`src/rtl/pulse_train_gen.sv`:
```
// pulse_train_gen
//   Programmable square-wave / pulse-train source. A configuration (period,
//   high time, burst length) is loaded through a valid/ready handshake. While
//   running, a new configuration waits in a shadow register and becomes active
//   only at a period boundary, so the waveform never glitches.
//
//   Build option: define GEN_BURST_EN to honour burst_in (DONE state and done
//   pulse). Without it, burst_in is ignored, generation is always continuous,
//   and done is tied low. The port list is identical in both builds.
//
// Handshake: a config word transfers on a rising clock edge where
//   load_valid && load_ready. load_ready is low only while a shadow update is
//   pending; the offered fields are sampled on the transfer edge only.
//
// Ports
//   clock        in   1      system clock, posedge
//   reset        in   1      asynchronous, active-low reset
//   enable       in   1      run request; 0 stops at the end of the current period
//   load_valid   in   1      config offered
//   load_ready   out  1      config can be accepted (no update pending)
//   period_in    in   WIDTH  period in clock cycles (clamped up to MIN_PERIOD)
//   high_in      in   WIDTH  high time in clock cycles
//   burst_in     in   WIDTH  periods per burst, 0 = continuous
//   signal_out   out  1      generated waveform, registered
//   busy         out  1      high while running
//   done         out  1      one-cycle pulse when a burst completes
//   pulse_count  out  WIDTH  completed periods since the run started, saturating
module pulse_train_gen #(
    parameter int unsigned WIDTH      = 32,
    parameter int unsigned MIN_PERIOD = 2
) (
    input  logic             clock,
    input  logic             reset,
    input  logic             enable,
    input  logic             load_valid,
    output logic             load_ready,
    input  logic [WIDTH-1:0] period_in,
    input  logic [WIDTH-1:0] high_in,
    input  logic [WIDTH-1:0] burst_in,
    output logic             signal_out,
    output logic             busy,
    output logic             done,
    output logic [WIDTH-1:0] pulse_count
);

    typedef enum logic [1:0] {
        S_IDLE = 2'd0,
        S_RUN  = 2'd1,
        S_DONE = 2'd2
    } state_t;

    localparam logic [WIDTH-1:0] MIN_P = WIDTH'(MIN_PERIOD);
    localparam logic [WIDTH-1:0] ONE   = WIDTH'(1);

    state_t           state, state_nx;
    logic [WIDTH-1:0] phase, phase_nx;
    logic [WIDTH-1:0] count_nx;
    logic             sig_nx, done_nx;
    logic             cfg_valid, cfg_valid_nx;
    logic             pending, pending_nx;
    logic [WIDTH-1:0] act_period, act_period_nx, act_high, act_high_nx;
    logic [WIDTH-1:0] sh_period, sh_period_nx, sh_high, sh_high_nx;

    logic             xfer;
    logic             boundary;
    logic [WIDTH-1:0] cap_period;
    logic [WIDTH-1:0] phase_inc;
    logic [WIDTH-1:0] count_inc;

    assign load_ready = !pending;
    assign busy       = (state == S_RUN);
    assign xfer       = load_valid && load_ready;
    assign cap_period = (period_in < MIN_P) ? MIN_P : period_in;
    assign phase_inc  = phase + ONE;
    assign count_inc  = (pulse_count == '1) ? pulse_count : pulse_count + ONE;
    // Active period is always >= MIN_PERIOD while running, so the subtract cannot wrap there.
    assign boundary   = (phase == act_period - ONE);

`ifdef GEN_BURST_EN
    logic [WIDTH-1:0] act_burst, act_burst_nx, sh_burst, sh_burst_nx;
    logic             burst_hit;
    assign burst_hit = (act_burst != '0) && ((pulse_count + ONE) == act_burst);
`else
    logic unused_burst;
    assign unused_burst = ^burst_in;
`endif

    always_comb begin
        state_nx      = state;
        phase_nx      = phase;
        count_nx      = pulse_count;
        sig_nx        = signal_out;
        done_nx       = 1'b0;
        cfg_valid_nx  = cfg_valid;
        pending_nx    = pending;
        act_period_nx = act_period;
        act_high_nx   = act_high;
        sh_period_nx  = sh_period;
        sh_high_nx    = sh_high;
`ifdef GEN_BURST_EN
        act_burst_nx  = act_burst;
        sh_burst_nx   = sh_burst;
`endif
        case (state)
            S_IDLE: begin
                sig_nx = 1'b0;
                if (xfer) begin
                    act_period_nx = cap_period;
                    act_high_nx   = high_in;
`ifdef GEN_BURST_EN
                    act_burst_nx  = burst_in;
`endif
                    cfg_valid_nx  = 1'b1;
                end
                if (enable && cfg_valid) begin
                    state_nx = S_RUN;
                    phase_nx = '0;
                    count_nx = '0;
                    sig_nx   = (act_high_nx != '0);
                end
            end
            S_RUN: begin
                if (boundary) begin
                    phase_nx = '0;
                    count_nx = count_inc;
                    // Shadow takes effect here so the next period starts with the new values.
                    if (pending) begin
                        act_period_nx = sh_period;
                        act_high_nx   = sh_high;
`ifdef GEN_BURST_EN
                        act_burst_nx  = sh_burst;
`endif
                        pending_nx    = 1'b0;
                    end
`ifdef GEN_BURST_EN
                    // Burst completion outranks a stop request.
                    if (burst_hit) begin
                        state_nx = S_DONE;
                        done_nx  = 1'b1;
                        sig_nx   = 1'b0;
                    end else
`endif
                    if (!enable) begin
                        state_nx = S_IDLE;
                        sig_nx   = 1'b0;
                    end else begin
                        sig_nx = (act_high_nx != '0);
                    end
                end else begin
                    phase_nx = phase_inc;
                    sig_nx   = (phase_inc < act_high);
                end
                // Pending and xfer are mutually exclusive, so this never races the apply above.
                if (xfer) begin
                    sh_period_nx = cap_period;
                    sh_high_nx   = high_in;
`ifdef GEN_BURST_EN
                    sh_burst_nx  = burst_in;
`endif
                    pending_nx   = 1'b1;
                end
            end
`ifdef GEN_BURST_EN
            S_DONE: begin
                sig_nx   = 1'b0;
                state_nx = S_IDLE;
                if (xfer) begin
                    act_period_nx = cap_period;
                    act_high_nx   = high_in;
                    act_burst_nx  = burst_in;
                    cfg_valid_nx  = 1'b1;
                end
            end
`endif
            default: begin
                state_nx = S_IDLE;
                sig_nx   = 1'b0;
            end
        endcase
    end

    always_ff @(posedge clock or negedge reset) begin
        if (!reset) begin
            state       <= S_IDLE;
            phase       <= '0;
            pulse_count <= '0;
            signal_out  <= 1'b0;
            done        <= 1'b0;
            cfg_valid   <= 1'b0;
            pending     <= 1'b0;
            act_period  <= '0;
            act_high    <= '0;
            sh_period   <= '0;
            sh_high     <= '0;
`ifdef GEN_BURST_EN
            act_burst   <= '0;
            sh_burst    <= '0;
`endif
        end else begin
            state       <= state_nx;
            phase       <= phase_nx;
            pulse_count <= count_nx;
            signal_out  <= sig_nx;
            done        <= done_nx;
            cfg_valid   <= cfg_valid_nx;
            pending     <= pending_nx;
            act_period  <= act_period_nx;
            act_high    <= act_high_nx;
            sh_period   <= sh_period_nx;
            sh_high     <= sh_high_nx;
`ifdef GEN_BURST_EN
            act_burst   <= act_burst_nx;
            sh_burst    <= sh_burst_nx;
`endif
        end
    end

endmodule

```
`config.mk`:
```
export PLATFORM = sky130hd
export DESIGN_NAME = pulse_train_gen
export DESIGN_NICKNAME = d
export VERILOG_FILES = /design/src/rtl/pulse_train_gen.sv
export SDC_FILE = /design/constraint.sdc
export NUM_CORES = 1
export LEC_CHECK = 0
export CAP_MARGIN = 20
export CORE_MARGIN = 1.5
export CORE_UTILIZATION = 35
export CTS_CLUSTER_DIAMETER = 40
export DETAILED_ROUTE_END_ITERATION = 6
export SETUP_SLACK_MARGIN = 0.15
export SLEW_MARGIN = 5
export SYNTH_ARGS = -nofsm -noshare
export SYNTH_HDL_FRONTEND = slang
export SYNTH_SLANG_ARGS = --single-unit
```
`constraint.sdc`:
```
create_clock -name clock -period 5.2 [get_ports clock]
set_input_delay 1.04 -clock clock [delete_from_list [all_inputs] [get_ports clock]]
set_output_delay 1.04 -clock clock [all_outputs]
set_load 0.03 [all_outputs]
```
* Word level (Yosys, flattened, before mapping) *
Cells that the tools add are included.

operators by class
  $add $sub $neg = 3
  $mul = 0
  div/mod/pow operators = 0
  order comparisons = 2
  equality and inequality tests = 9
  shifts and indexed selects = 0
  multiplexer cells = 28
  bitwise operators = 0
  reductions and logical operators = 16

operators with widths
  operator                 count
  $mux W32                 14
  $pmux W32 S2             4
  $add A32 B1 Y32 const B  2
  $reduce_bool A32 Y1      2
  $eq A32 B32 Y1           1
  $eq A32 B32 Y1 const B   1
  $lt A32 B2 Y1 const B    1
  $lt A32 B32 Y1           1
  $sub A32 B1 Y32 const B  1
  $reduce_and A2 Y1        5
  $ne A2 B2 Y1 const B     4
  $reduce_and A4 Y1        2
  $mux W2                  3
  $mux W1                  5
  $ne A2 B1 Y1 const B     2
  $pmux W2 S2              1
  $reduce_bool A2 Y1       2
  $reduce_and A3 Y1        1
  $eq A2 B1 Y1 const B     1
  $logic_and A1 B1 Y1      2
  $logic_not A2 Y1         1
  $pmux W1 S2              1
  $logic_not A1 Y1         1

storage, ports and cells
  register bits after elaboration = 197
  latch bits = 0
  RAM bits = 0
  memory bits (read-only) = 0
  output and inout bits = 36
  memories = 0

* Depth between registers and ports, before layout *
  word-level depth = 8
  depth in mapped cells = 18

* Least setup slack after synthesis *
No wires, ideal clock.

  path type = register to register
  start point = reg act_period[4]
  end point = reg act_period[30]
  setup time = 0.123 ns
  arrival = 3.937 ns
  data required time = 5.077 ns
  slack = 1.140 ns
  stages on the path, launching flop included = 14
  path buffers = 4
  path through = dfrtp_1 > clkbuf_1 > or4_1 > clkbuf_1 > or4_1 > mux2i_1 > a221o_1 > or4_1 > nor4_4 > and2_2 > nand3_1 > buf_4 > buf_2 > o221a_1

on the way
  word-level cells in the longest chain between the ends = 4

ends and longest elaborated chain
  element                             RTL line  source
  from (decl)                         61        logic [WIDTH-1:0] act_period, act_period_nx, act_high, act_high_nx;
  from (signal assigned)              207       act_period <= act_period_nx;
  $sub A32 B1 Y32                     77        assign boundary = (phase == act_period - ONE);
  $eq A32 B32 Y1                      77
  $ne A2 B1 Y1 (no source line)       --
  $reduce_and A4 Y1 (no source line)  --

Every way passes these cells.
A chain may end at the register's enable or synchronous reset.

* Final worst setup path *
  start point = reg act_period[4]
  end point = reg phase[0]

on the way
  word-level cells in the longest chain between the ends = 4

ends and longest elaborated chain
  element               RTL line  source
  $sub A32 B1 Y32       77
  $eq A32 B32 Y1        77
  $mux W32              123       if (boundary) begin
  $pmux W32 S2          104       case (state)
  to (signal assigned)  201       phase <= phase_nx;
  to (decl)             56        logic [WIDTH-1:0] phase, phase_nx;

Every way passes these cells.

==> qor.csv <==
metric;value;unit
critical path peak fanout;47;
simple logic cell fraction of the synthesized area;0.1986;
Clock Skews;0.01254;ns
Min Hold Slack;0.4870;ns
fillcell total;3171;
post-synthesis sequential area ratio;0.4257;
Setup crit start kind;register;
global route overflow;0;
hold crit path type;register to register;
number of port buffers;102;
Fmax;208.3;MHz
DIE AREA;34010;sq um
async set-or-reset flop fraction in the synthesized netlist;1.000;
clock sinks;196;
hpwl dp;22040;microns
top cell type's share of synthesized area;0.4257;
final antenna-violating net count;0;
Core Util, Final;0.4174;
gpl congestion;0.8145;
minimum clock period;4.802;ns
max-slew violations;0;
Power Dens Cells;230.0;nW/um^2
distinct cell type count after synthesis;64;
Compound-Gate Fraction of Synth Area;0.1573;
Synth Flop Type;dfrtp_1;
largest net degree at the start of global routing;105;
Core Box Area;32450;sq um
leakage power;5.880;nW
Starting DRT DRC Count;793;
Syn Area/Cell;9.906;sq um
Mapped Nets;1297;
Worst Max-Slew Pin Slew;0.9948;ns
post-synth top area cell;dfrtp_1;
main combinational cell family by area after synthesis;simple AND/OR/NAND/NOR gates;
pre-CTS setup slack;0.4971;ns
post-CTS setup buffer count;0;
most frequent cells in the layout;dfrtp_1, clkdlybuf4s50_1, mux2_2, a21oi_1, nand2_1;
Post-route DRC;0;
setup TNS;0;ns
relative slew slack;0.3353;
Peak VDD IR;0.2170;mV
clock slew at reported path FFs;0.08;ns
Die Wd;184.4;microns
Total GRT Usage;0.1897;
final hold vios;0;
final worst-path cycle share;0.9234;
Routed WL;31310;microns
Die H;184.4;microns
crit path kind;register to register;
EDFF count, synth;0;
worst-case clock buffer depth;2;
Synth-to-Final Area Change;17.58;%
Vias/cell;5.588;
initial antenna violation count;0;
post-synthesis mux area share;0.07895;
TritonRoute pass-1 iters;5;
Setup Viol. Count Final;0;
xor and xnor area share after synthesis;0.05550;
RSZ-0062 raised after global routing;no;
nets;1356;
CP arrival;5.13;ns
outcome;completed;
Yosys reg bits;196;
mapped cell area;11520;sq um
Num CTS Buffers;17;
Initial Utilization;0.3550;
synth top area cells;dfrtp_1, mux2_2, ha_1, xnor2_1, nand2b_1;
commonest non-fill, non-tap cell in the layout;dfrtp_1;
fraction of layout instances using a drive strength above 1;0.1296;
worst endpoint required time;5.53;ns
cells after synthesis;1163;
H-tree Lvls;4;
global-route wire length before repair;50930;microns
routed length per placed instance;18.67;microns
adder-cell share of the synthesized area;0.03692;
CP endpoint kind;register;
final worst setup slack;0.3982;ns
Via Count;9371;
root buffer cell;clkbuf_16;
number of I/O pins;136;
CTS tree;built;
vias in the first global route;9166;
later-pin clock latency in the skew report;0.45;ns
max cap viols;0;
hold_buf cts;0;
warnings from Yosys;0;
n_diodes;0;
Rows;66;
cts repair resizes;0;
[metrics by stage]
step	cells	power, mW	cell area [sq um]
floorplan	1163	1.607	11520
global placement	1645	1.721	12920
detailed placement	1645	1.724	12920
CTS	1677	3.143	13550
global route	1677	3.223	13550
finish	1677	3.115	13550
[critical path, stage by stage, from the launching register on]
cell and delay, ns:
dfrtp_1 0.49, or4_1 0.68, or4_1 0.58, mux2i_1 0.15, a221o_1 0.35, or4_1 0.59
nor4_4 0.69, a21oi_4 0.39, buf_4 0.39, mux2_2 0.32
[routing by layer]
metal  global-route usage  share of wire  vias up
met2               0.3144           0.48      226
met3              0.03063          0.041       28
met5                    0              0        -
li1                     -              -     4460
met4              0.04197          0.010        0
met1               0.2595           0.47     4657
[worst paths after layout]
path | slack, ns | to | start | depth (start not counted)
max | 0.40 | phase[0] | act_period[4] | 9
min | 0.49 | sh_period[0] | sh_period[0] | 2
max reg2reg | 0.40 | phase[0] | act_period[4] | 9
min reg2reg | 0.49 | sh_period[0] | sh_period[0] | 2
max in group asynchronous | 3.53 | act_period[21] | reset | 2
min in group asynchronous | 0.64 | pulse_count[18] | reset | 1
[synth_stat cells (28+ instances only)]
| master | n |
|---|---|
| dfrtp_1 | 196 |
| mux2_2 | 63 |
| clkbuf_1 | 56 |
| a21oi_1 | 55 |
| nand2_1 | 54 |
| inv_1 | 52 |
| nand2b_1 | 52 |
| nor2_1 | 51 |
| nand3_1 | 49 |
| xnor2_1 | 45 |
| nor4_1 | 41 |
| o21ai_0 | 38 |
| ha_1 | 34 |
| xor2_1 | 28 |
[layout make-up]
| cell class | instances | area, sq um | share of cell area |
|---|---|---|---|
| Multi-Input combinational cell | 838 | 6103 | 0.4505 |
| Sequential cell | 196 | 4905 | 0.3621 |
| Timing Repair Buffer | 117 | 1162 | 0.08580 |
| Tap cell | 442 | 553.0 | 0.04082 |
| Clock buffer | 18 | 439.2 | 0.03242 |
| Inverter | 52 | 195.2 | 0.01441 |
| Clock inverter | 14 | 188.9 | 0.01395 |
[state kept, by name, indices dropped and copies added, names as in the netlist]
| name | count |
|---|---|
| act_period | 32 |
| sh_high | 32 |
| pulse_count | 32 |
| state | 1 |
| pending | 1 |
| phase | 32 |
| signal_out | 1 |
| act_high | 32 |
| sh_period | 32 |
| cfg_valid | 1 |
[cells by family (layout without fill, tap and decap cells)]
family          Yosys count  in the layout
flops                   196            196
compound gates          247            247
simple gates            400            400
other cells               1              1
buf+inv                 129            201
mux                      83             83
fa+ha+maj                34             34
xor+xnor                 73             73
[where the power goes]
group          internal, mW  leakage (nW)  switching [mW]
clock network         0.749         0.304           0.676
registers              1.53          2.54         0.00717
logic                0.0701          3.03          0.0822
(Power assumes the default switching activity.)
==> RTL edit (same flow settings) <==
Add an input register stage for `period_in`; this delays it by one clock. The other inputs are not delayed to match. Comments in the files are not updated.
--- a/src/rtl/pulse_train_gen.sv
+++ b/src/rtl/pulse_train_gen.sv
@@ -54,2 +54,12 @@
 
+    logic [WIDTH-1:0] period_q;
+
+    always_ff @(posedge clock or negedge reset) begin
+        if (!reset) begin
+            period_q <= '0;
+        end else begin
+            period_q <= period_in;
+        end
+    end
+
     state_t           state, state_nx;
@@ -72,3 +82,3 @@
     assign xfer       = load_valid && load_ready;
-    assign cap_period = (period_in < MIN_P) ? MIN_P : period_in;
+    assign cap_period = (period_q < MIN_P) ? MIN_P : period_q;
     assign phase_inc  = phase + ONE;
Formal check against the unedited RTL: same outputs for any inputs over 4 cycles, from zero or initial values and one cycle with reset low; that may be too few to reach the edited logic, so the function may still have changed.
==> RTL edit against the original RTL <==
- synthesized cell count up 6.1%
- first-iteration DRC count down 10%
- cell count up 6.8%
- non-clock buffer count up 4
- wire length up 3.5%
- critical path type unchanged
- cell area up 9.4%
- critical endpoint is now signal_out
- power up 40%
- global-route usage down 0.82 points
- synthesized area up 5.9%
- sequential cell count up 32
- count of clock-buffer cells in the layout up 26
- setup slack better by 0.62 ns
==> RTL edit: results (changes against the original RTL) <==
global_routing:
  grt_pass1_vias: 9598  # +4.7%
  antenna_found_initial: 0  # unchanged
  track_usage: 0.1815  # -0.008229
  grt_max_degree: 130  # +24%
  grt_pass1_wl_mm: 52.35  # +2.8%
logic_synthesis:
  yosysUniqueCellTypes: 70  # +9.4%
  muxShareOfSynthArea: 0.07539  # -0.003561
  synth_compound_area_frac: 0.1540  # -0.003290
  synth_warnings: 0  # unchanged
  synth-xor-area-share: 0.05170  # -0.003798
  synthFlopType: "dfrtp_1"
  synth_commonest_cells: "dfrtp_1, a21oi_1, nor2_1"
  async_reset_ff_frac: 1.000  # unchanged
  synthAdderAreaFrac: 0.03488  # -0.002049
  yosys-top-cells-area: "dfrtp_1, mux2_2, a21oi_1"
  yosysSeqAreaShare: 0.4677  # +0.04202
clock_tree:
  cts-root-buf: "clkbuf_16"
  h-tree-depth: 2  # -2
  cts_buffers: 37  # +20
  clk_latency_ns: 0.50  # +0.05 ns
  clockBufferDepth: 3  # +1
  cts_setup_buffers: 0  # unchanged
  cts_resized: 0  # unchanged
  clk_pin_slew_ns: 0.06  # -0.02 ns
finish:
  layout_commonest_cell: "dfrtp_1"
  nNetsFinal: 1446  # +6.6%
  nFillCells: 3357  # +5.9%
  layout-drive-gt1-share: 0.1228  # -0.006800
  n_antenna_cell: 0  # unchanged
worst_setup_path:
  arrival_ns: 4.60  # -0.53 ns
  path_max_fanout: 9  # -81%
floorplanning:
  die_area_sq_um: 35980  # +5.8%
drt:
  via_per_inst: 5.556  # -0.58%
  dr_wl_met3_mm: 1.790  # +40%
  drt_iter0_drc: 712  # -10%
  dr.pass1.iters: 7  # +2
  met2WireLength_mm: 15.01  # +0.31%
  drt_wl_total_mm: 32.40  # +3.5%
  topRoutingLayerUsed: "met4"
  drt-met1-wl_mm: 14.75  # unchanged
power_and_ir_drop:
  peakVddDrop_mv: 0.2573  # +19%
  power.static_leakage_nw: 6.361  # +8.2%
  sw_frac_of_total: 0.2209  # -0.02482
timing:
  worst_slew_pin_slew_ns: 1.033  # +0.03788 ns
  skew_ns: 0.02108  # +0.008545 ns
placed_design:
  port_buffers: 102  # unchanged
  dp_hpwl_mm: 23.12  # +4.9%
  gp_congestion: 0.8709  # +6.9%
worst_hold_path:
  hp-class: "reg2reg"
status:
  outcome: "completed"
## RTL edit: cell count changes after synthesis, moves of 14 or more
| cell | change |
|---|---|
| a21oi_1 | +39 |
| a31oi_1 | +15 |
| and3_1 | -14 |
| dfrtp_1 | +32 |
| nand2b_1 | -45 |
| nand4_1 | +14 |
| nor2_1 | +28 |
| o21ai_0 | +14 |
| o221a_2 | -26 |
| o22ai_1 | +45 |
## RTL edit: stage by stage
| stage | hold WS, ns | cell area [sq um] | instances | setup slack, ns | utilization |
|---|---|---|---|---|---|
| after floorplan | 0.4447 | 12200 | 1234 | 1.224 | - |
| after global placement | 0.4613 | 13600 | 1727 | 1.081 | 0.3948 |
| after detailed placement | 0.4767 | 13620 | 1728 | 1.094 | 0.3952 |
| after CTS | 0.4896 | 14830 | 1791 | 1.070 | 0.4302 |
| after global routing | 0.5110 | 14830 | 1791 | 0.6600 | 0.4302 |
| final | 0.4882 | 14830 | 1791 | 1.014 | 0.4302 |
## RTL edit: cells by family after synthesis
kind of cell    after synthesis
fa+ha+maj                    34
xor+xnor                     72
flops                       228
mux                          84
other cells                   1
buf+inv                     125
compound gates              305
simple gates                385
## RTL edit: worst paths after layout
path	startpoint	end	slack, ns	cells after the start
worst max register to register	phase[8]	signal_out	1.01	16
worst min-delay path	sh_period[0]	sh_period[0]	0.49	2
worst min register to register	sh_period[0]	sh_period[0]	0.49	2
min in group asynchronous	reset	act_high[14]	0.61	1
max in group asynchronous	reset	act_high[19]	3.40	2
worst max-delay path	phase[8]	signal_out	1.01	16
## RTL edit: worst max-delay path: stages (launching register included)
cell      delay (ns)
dfrtp_1         0.52
and4_1          0.30
and4_1          0.30
nand4_1         0.27
or2_2           0.47
nor2_1          0.20
xor2_1          0.17
ha_1            0.26
a21o_1          0.16
a21oi_1         0.13
nor2b_1         0.05
o21ai_0         0.14
nand2b_1        0.08
a211oi_1        0.21
o21ai_0         0.18
or4_1           0.49
a31oi_1         0.17
## RTL edit: layer usage
metal / vias up / GRT usage
met5: - / 0
met3: 64 / 0.02951
li1: 4733 / -
met4: 0 / 0.05769
met2: 258 / 0.2880
met1: 4895 / 0.2529
## RTL edit: power groups by stage
stage | Combinational, mW | Clock [mW] | Sequential (mW)
after floorplan | 0.0341 | 0 | 1.84
after global placement | 0.142 | 0 | 1.84
after detailed placement | 0.144 | 0 | 1.84
after CTS | 0.145 | 2.46 | 1.81
after global routing | 0.160 | 2.55 | 1.82
final | 0.140 | 2.42 | 1.81
## RTL edit: area by class of cell
cell class                      instances  area (sq um)  area share
Clock buffer                           44         972.2     0.06557
Clock inverter                         19         235.2     0.01587
Inverter                               43         161.4     0.01089
Multi-Input combinational cell        881          6006      0.4051
Sequential cell                       228          5705      0.3848
Tap cell                              455         569.3     0.03840
Timing Repair Buffer                  121          1176     0.07933
